$ cat src/rtl/servo_pkg.sv
// Shared constants and types for the servo sequencing blocks.
package servo_pkg;

  // Default magnitude width; matches the servo PWM magnitude input.
  localparam int SERVO_MAG_W    = 17;

  // Upper clamp on any commanded target (95% duty equivalent).
  localparam int SERVO_MAG_MAX  = 22800;

  // Default clk cycles per update tick: one 20 ms servo frame at 50 MHz.
  localparam int SERVO_TICK_DIV = 1000000;

  // One channel magnitude at the default width.
  typedef logic [SERVO_MAG_W-1:0] mag_t;

  // Sequencer states: accepting commands, or walking the channels once per tick.
  typedef enum logic {
    IDLE  = 1'b0,
    SWEEP = 1'b1
  } state_e;

endpackage

$ cat src/rtl/servo_tick_gen.sv
// Free-running frame divider. The counter runs 0..TICK_DIV-1 and the tick
// output is high for exactly the one cycle in which the counter sits at its
// last value (the cycle that ends with the wrap). TICK_DIV must be >= 2.
module servo_tick_gen
  import servo_pkg::*;
#(
  parameter int TICK_DIV = SERVO_TICK_DIV,
  parameter int CNT_W    = (TICK_DIV > 1) ? $clog2(TICK_DIV) : 1
) (
  input  logic clk,
  input  logic reset,
  output logic tick
);

  localparam logic [CNT_W-1:0] LAST     = CNT_W'(TICK_DIV - 1);
  localparam logic [CNT_W-1:0] PRE_LAST = CNT_W'(TICK_DIV - 2);

  logic [CNT_W-1:0] cnt_q;

  // Frame counter: wraps back to zero after its last value.
  always_ff @(posedge clk or posedge reset) begin
    if (reset) begin
      cnt_q <= '0;
    end else if (cnt_q == LAST) begin
      cnt_q <= '0;
    end else begin
      cnt_q <= cnt_q + CNT_W'(1);
    end
  end

  // Registered tick, raised one cycle early so it lines up with the wrap cycle.
  always_ff @(posedge clk or posedge reset) begin
    if (reset) begin
      tick <= 1'b0;
    end else begin
      tick <= (cnt_q == PRE_LAST);
    end
  end

endmodule

$ cat src/rtl/servo_ramp_ctrl.sv
// Multi-channel servo position sequencer.
// Commands load a clamped target and a slew step per channel while the
// controller is idle. Each frame tick starts a sweep that updates one channel
// per cycle (0..NUM_CH-1), moving its current magnitude toward the target by
// at most one step. The current magnitudes drive the PWM blocks directly.
// TICK_DIV must exceed NUM_CH so a tick never lands inside a sweep.
module servo_ramp_ctrl
  import servo_pkg::*;
#(
  parameter int NUM_CH   = 4,
  parameter int MAG_W    = SERVO_MAG_W,
  parameter int MAG_MAX  = SERVO_MAG_MAX,
  parameter int TICK_DIV = SERVO_TICK_DIV,
  parameter int CH_W     = $clog2(NUM_CH)
) (
  input  logic                    clk,
  input  logic                    reset,
  input  logic                    cmd_valid,
  output logic                    cmd_ready,
  input  logic [CH_W-1:0]         cmd_ch,
  input  logic [MAG_W-1:0]        cmd_target,
  input  logic [MAG_W-1:0]        cmd_step,
  output logic [NUM_CH*MAG_W-1:0] mag_out,
  output logic [NUM_CH-1:0]       busy,
  output logic [NUM_CH-1:0]       done,
  output logic                    tick_out
);

  localparam logic [MAG_W-1:0] MAG_LIMIT = MAG_W'(MAG_MAX);
  localparam logic [CH_W-1:0]  LAST_CH   = CH_W'(NUM_CH - 1);

  state_e           state_q;
  logic [CH_W-1:0]  sweep_idx_q;
  logic             tick;
  logic             accept;
  logic [MAG_W-1:0] tgt_clamped;

  logic [MAG_W-1:0] cur_q    [NUM_CH];
  logic [MAG_W-1:0] tgt_q    [NUM_CH];
  logic [MAG_W-1:0] step_q   [NUM_CH];
  logic [MAG_W-1:0] cur_nxt  [NUM_CH];
  logic [MAG_W-1:0] tgt_nxt  [NUM_CH];
  logic [MAG_W-1:0] step_nxt [NUM_CH];
  logic [NUM_CH-1:0] busy_nxt;
  logic [NUM_CH-1:0] done_nxt;

  // One slew step toward the target. Arithmetic is one bit wider than the
  // magnitude so a large step can neither wrap past zero nor past full scale;
  // any step that would reach or cross the target lands exactly on it, and a
  // zero step means jump straight to the target.
  function automatic logic [MAG_W-1:0] ramp_step(
    input logic [MAG_W-1:0] cur,
    input logic [MAG_W-1:0] tgt,
    input logic [MAG_W-1:0] step
  );
    logic [MAG_W:0] sum;
    logic [MAG_W:0] diff;
    sum  = {1'b0, cur} + {1'b0, step};
    diff = {1'b0, cur} - {1'b0, step};
    ramp_step = cur;
    if (cur < tgt) begin
      if ((step == '0) || (sum >= {1'b0, tgt})) begin
        ramp_step = tgt;
      end else begin
        ramp_step = sum[MAG_W-1:0];
      end
    end else if (cur > tgt) begin
      if ((step == '0) || diff[MAG_W] || (diff <= {1'b0, tgt})) begin
        ramp_step = tgt;
      end else begin
        ramp_step = diff[MAG_W-1:0];
      end
    end
  endfunction

  servo_tick_gen #(
    .TICK_DIV (TICK_DIV)
  ) u_tick_gen (
    .clk   (clk),
    .reset (reset),
    .tick  (tick)
  );

  assign tick_out = tick;

  // Handshake and target clamp; ready is only ever high while idle.
  always_comb begin
    accept      = cmd_valid & cmd_ready;
    tgt_clamped = (cmd_target > MAG_LIMIT) ? MAG_LIMIT : cmd_target;
  end

  // Next channel state: commands rewrite target/step (out-of-range channels
  // match nothing and are dropped); the sweep updates the selected channel and
  // flags done only when this update actually brings it onto its target.
  always_comb begin
    done_nxt = '0;
    busy_nxt = '0;
    for (int i = 0; i < NUM_CH; i++) begin
      cur_nxt[i]  = cur_q[i];
      tgt_nxt[i]  = tgt_q[i];
      step_nxt[i] = step_q[i];
      if (accept && (cmd_ch == CH_W'(i))) begin
        tgt_nxt[i]  = tgt_clamped;
        step_nxt[i] = cmd_step;
      end
      if ((state_q == SWEEP) && (sweep_idx_q == CH_W'(i))) begin
        cur_nxt[i]  = ramp_step(cur_q[i], tgt_q[i], step_q[i]);
        done_nxt[i] = (cur_q[i] != tgt_q[i]) && (cur_nxt[i] == tgt_q[i]);
      end
      busy_nxt[i] = (cur_nxt[i] != tgt_nxt[i]);
    end
  end

  // Channel registers plus the registered busy and done flags.
  always_ff @(posedge clk or posedge reset) begin
    if (reset) begin
      for (int i = 0; i < NUM_CH; i++) begin
        cur_q[i]  <= '0;
        tgt_q[i]  <= '0;
        step_q[i] <= '0;
      end
      busy <= '0;
      done <= '0;
    end else begin
      for (int i = 0; i < NUM_CH; i++) begin
        cur_q[i]  <= cur_nxt[i];
        tgt_q[i]  <= tgt_nxt[i];
        step_q[i] <= step_nxt[i];
      end
      busy <= busy_nxt;
      done <= done_nxt;
    end
  end

  // Sequencer: a tick while idle starts a sweep of NUM_CH cycles, during
  // which commands are held off; ready returns on the cycle after the last
  // channel has been written.
  always_ff @(posedge clk or posedge reset) begin
    if (reset) begin
      state_q     <= IDLE;
      sweep_idx_q <= '0;
      cmd_ready   <= 1'b1;
    end else begin
      case (state_q)
        IDLE: begin
          if (tick) begin
            state_q     <= SWEEP;
            sweep_idx_q <= '0;
            cmd_ready   <= 1'b0;
          end
        end
        SWEEP: begin
          if (sweep_idx_q == LAST_CH) begin
            state_q     <= IDLE;
            sweep_idx_q <= '0;
            cmd_ready   <= 1'b1;
          end else begin
            sweep_idx_q <= sweep_idx_q + CH_W'(1);
          end
        end
        default: begin
          state_q     <= IDLE;
          sweep_idx_q <= '0;
          cmd_ready   <= 1'b1;
        end
      endcase
    end
  end

  // Current magnitudes packed onto the output bus, channel 0 in the LSBs.
  always_comb begin
    mag_out = '0;
    for (int i = 0; i < NUM_CH; i++) begin
      mag_out[i*MAG_W +: MAG_W] = cur_q[i];
    end
  end

endmodule

$ cat config.mk
export PLATFORM = sky130hd
export DESIGN_NAME = servo_ramp_ctrl
export DESIGN_NICKNAME = d
export VERILOG_FILES = /design/src/rtl/servo_pkg.sv /design/src/rtl/servo_tick_gen.sv /design/src/rtl/servo_ramp_ctrl.sv
export SDC_FILE = /design/constraint.sdc
export NUM_CORES = 1
export LEC_CHECK = 0
export CORE_UTILIZATION = 59
export DETAILED_ROUTE_END_ITERATION = 7
export HOLD_SLACK_MARGIN = 0.08
export PLACE_DENSITY = 0.78
export SLEW_MARGIN = 30
export SYNTH_ARGS = -nofsm -noshare
export SYNTH_HDL_FRONTEND = slang
export SYNTH_SLANG_ARGS = --single-unit
$ cat constraint.sdc
create_clock -name clk -period 15.7 [get_ports clk]
set_input_delay 1.57 -clock clk [delete_from_list [all_inputs] [get_ports clk]]
set_output_delay 1.57 -clock clk [all_outputs]
set_load 0.005 [all_outputs]
==> flow_summary.toml <==
[worst_setup_path]
startpoint_type = "register"
path_class = "register to register"
worst-path-max-fanout = 15
cp-end-kind = "register"
regToRegSetupSlack_ns = 8.51
cp_data_required_time_ns = 16.18
worstPathArrival_ns = 7.67

[synthesis]
synth_top_area_share_pct = 22.0
yosysWarnings = 0
syn-instance-count = 3442
synth_area_leader_cell = "dfrtp_1"
async_flop_share_pct = 100
synth-seq-cells = 237
syn_avg_cell_area_sq_um = 7.79
synth_seq_area_share_pct = 22.1
synthDistinctLibCells = 91
synth_edf_count = 0
synth.area.top_cells = "dfrtp_1, ha_1, xnor2_1"
syn_area_sq_mm = 0.0268
synth_ff_type = "dfrtp_1"
syn_nets = 3835

[clock_tree]
postCtsSetupBuffers = 0
clkLatencyLatePin_ns = 0.62
ctsResizeCount = 0
cts_buffers = 30
holdBufCountCts = 0
h-tree-depth = 1
clockBufferDepth = 3
cts_tree = "yes"
clock_sinks = 237
clk_pin_slew_ns = 0.06
root_buffer = "clkbuf_16"

[run_status]
outcome = "finished with violations"
violations = "DRC"

[timing]
setup_viol_count_final = 0
holdWs_ns = 0.484
tightest_slew_ns = 1.04
rsz0062_at_grt = "false"
fin_skew_ns = 0.0386
hold_violations = 0
max_clock_freq_ghz = 0.139
slew_viol_final = 0
relSlewSlack_pct = 30.2
period_share_pct = 45.8
setup_tns_ns = 0
period_minus_slack_ns = 7.19

[floorplan]
dieWidth_microns = 215
start_util_pct = 60.2
coreArea_sq_mm = 0.0445
dieArea_sq_mm = 0.0463
pin_count = 117
die_y_microns = 215
rows = 77

[routing]
met2_length_microns = 44600
drt-total-wl_microns = 102000
wl_met3_microns = 10600
drc = 6
drt_first_iter_violations = 3327
postRouteAntennaNets = 0
m1WireLength_microns = 40400
vias = 28100
via_per_inst = 6.87
top_layer = "met5"
drt-wirelength-per-cell_microns = 24.9
drt_first_pass_iters = 8

[global_route]
grt_pass1_wl_microns = 157000
globalRouteTotalUtil_pct = 42.9
grt_max_degree = 106
grt_pass1_vias = 26800
antenna_found_initial = 2
gr-total-overflow = 0

[placement]
io_buffer_count = 116
gp_congestion = 1.08
post-dp-hpwl_microns = 77400
place_area_sq_mm = 0.0284

[hold_path]
hold_path_class = "register to register"

[power_and_ir_drop]
leakagePower_nw = 13.2
ir_worst_vdd_mv = 0.0885
powerDensity_mw_per_mm2 = 46.8

[job]
cap_violations = 0

[cells_and_area]
post-route-util_pct = 66.1
fin_area_sq_mm = 0.0294
layout.nets = 3867
syn2layout_area_growth_pct = 9.75
drive_gt1_share_pct = 4.52
==> final cells by class <==
type	instances	area, sq um
repair buffers	147	1400
multi-input cells	2792	19400
clock inverters	12	163
fillers	3792	15100
clock buffers	39	825
inverters	266	1010
diodes	3	7.51
flip-flops and latches	237	5930
well taps	592	741
==> worst paths after layout <==
check,start,endpoint,cells after the start
min reg2reg,u_tick_gen.cnt_q[0],u_tick_gen.cnt_q[0],1
min,u_tick_gen.cnt_q[0],u_tick_gen.cnt_q[0],1
max reg2reg,mag_out[53],busy[3],22
min in group asynchronous,reset,step_q[32],2
max,mag_out[53],busy[3],22
max in group asynchronous,reset,mag_out[38],4
==> synth_stat cells, types with 44 or more instances <==
cell	count
a211oi_1	56
a21oi_1	237
clkbuf_1	113
dfrtp_1	236
ha_1	346
inv_1	262
mux2i_1	54
nand2_1	337
nand3_1	101
nand4_1	58
nor2_1	279
nor3_1	98
nor4_1	51
o21ai_0	250
xnor2_1	160
xor2_1	44
==> critical path, stage by stage (launching register included) <==
cell and delay (ns):
dfrtp_1 0.46, ha_1 0.49, nor2_1 0.11, o311ai_0 0.43, nand2_1 0.17, a311oi_1 0.46
a221o_1 0.28, nor2_1 0.05, nor2_1 0.08, o21ai_0 0.09, xnor2_1 0.46, ha_1 0.35
a211o_1 0.25, a2111oi_0 0.63, o2111ai_1 0.20, buf_4 0.24, nor2_1 0.71, mux2_2 0.44
a31oi_1 0.27, xor2_1 0.33, o2111ai_1 0.20, nor4_1 0.22, nand4b_1 0.13
==> power by group <==
part	internal [mW]	leakage [nW]	switching, mW	total (mW)
combinational	0.0109	9.69	0.0348	0.0457
clock	0.417	0.472	0.304	0.722
sequential	0.611	3.00	0	0.611
==> sequential cells by signal (all words and copies together) (netlist names), 2 cells and up <==
register,count
mag_out,68
done,4
busy,4
sweep_idx_q,2
step_q,68
u_tick_gen.cnt_q,20
tgt_q,68
==> logic make-up after synthesis <==
kind of cell	Yosys count	share of synthesized area, %
simple gates	1136	20.3
compound gates	1012	24.9
buf+inv	413	5.90
fa+ha+maj	354	16.7
flops	237	22.1
xor+xnor	204	6.66
mux	86	3.36
==> through the flow <==
stage / worst slack (ns) / cells / total power [mW]
2_1_floorplan: 7.63 / 3442 / 0.635
3_3_place_gp: 8.83 / 4034 / 0.666
3_5_place_dp: 8.80 / 4034 / 0.666
4_1_cts: 8.76 / 4085 / 1.38
5_1_grt: 8.00 / 4087 / 1.40
6_report: 8.51 / 4088 / 1.38
==> per-layer routing <==
metal  track usage [%]  vias to the layer above
met4              22.6                        4
met2              66.5                     1726
met3              10.0                      369
met1              55.3                    13400
met5                 0                        -
li1                  -                    12600
==> cell usage in the layout (no fill, tap or decap), types with 26 or more instances in the layout <==
cell             synthesis  final
nor2b_1                 29     29
xor2_1                  44     44
buf_4                    1     30
ha_1                   346    346
nand2b_1                43     42
nand2_1                337    337
clkbuf_16                0     30
a31oi_1                 32     32
nand4_1                 58     58
a21o_1                  40     40
a211oi_1                56     55
nor4_1                  51     50
mux2i_1                 54     54
o211ai_1                43     43
inv_1                  262    261
nand3_1                101    101
dfrtp_1                236    236
xnor2_1                160    160
or3_1                   26     26
mux2_2                  32     32
nor3_1                  98     95
a21oi_1                237    237
o21a_1                  26     26
clkdlybuf4s50_1          0    116
and3_1                  32     32
o21ai_0                250    250
nor2_1                 279    278
Note: power is estimated with default switching activity, not from simulation.
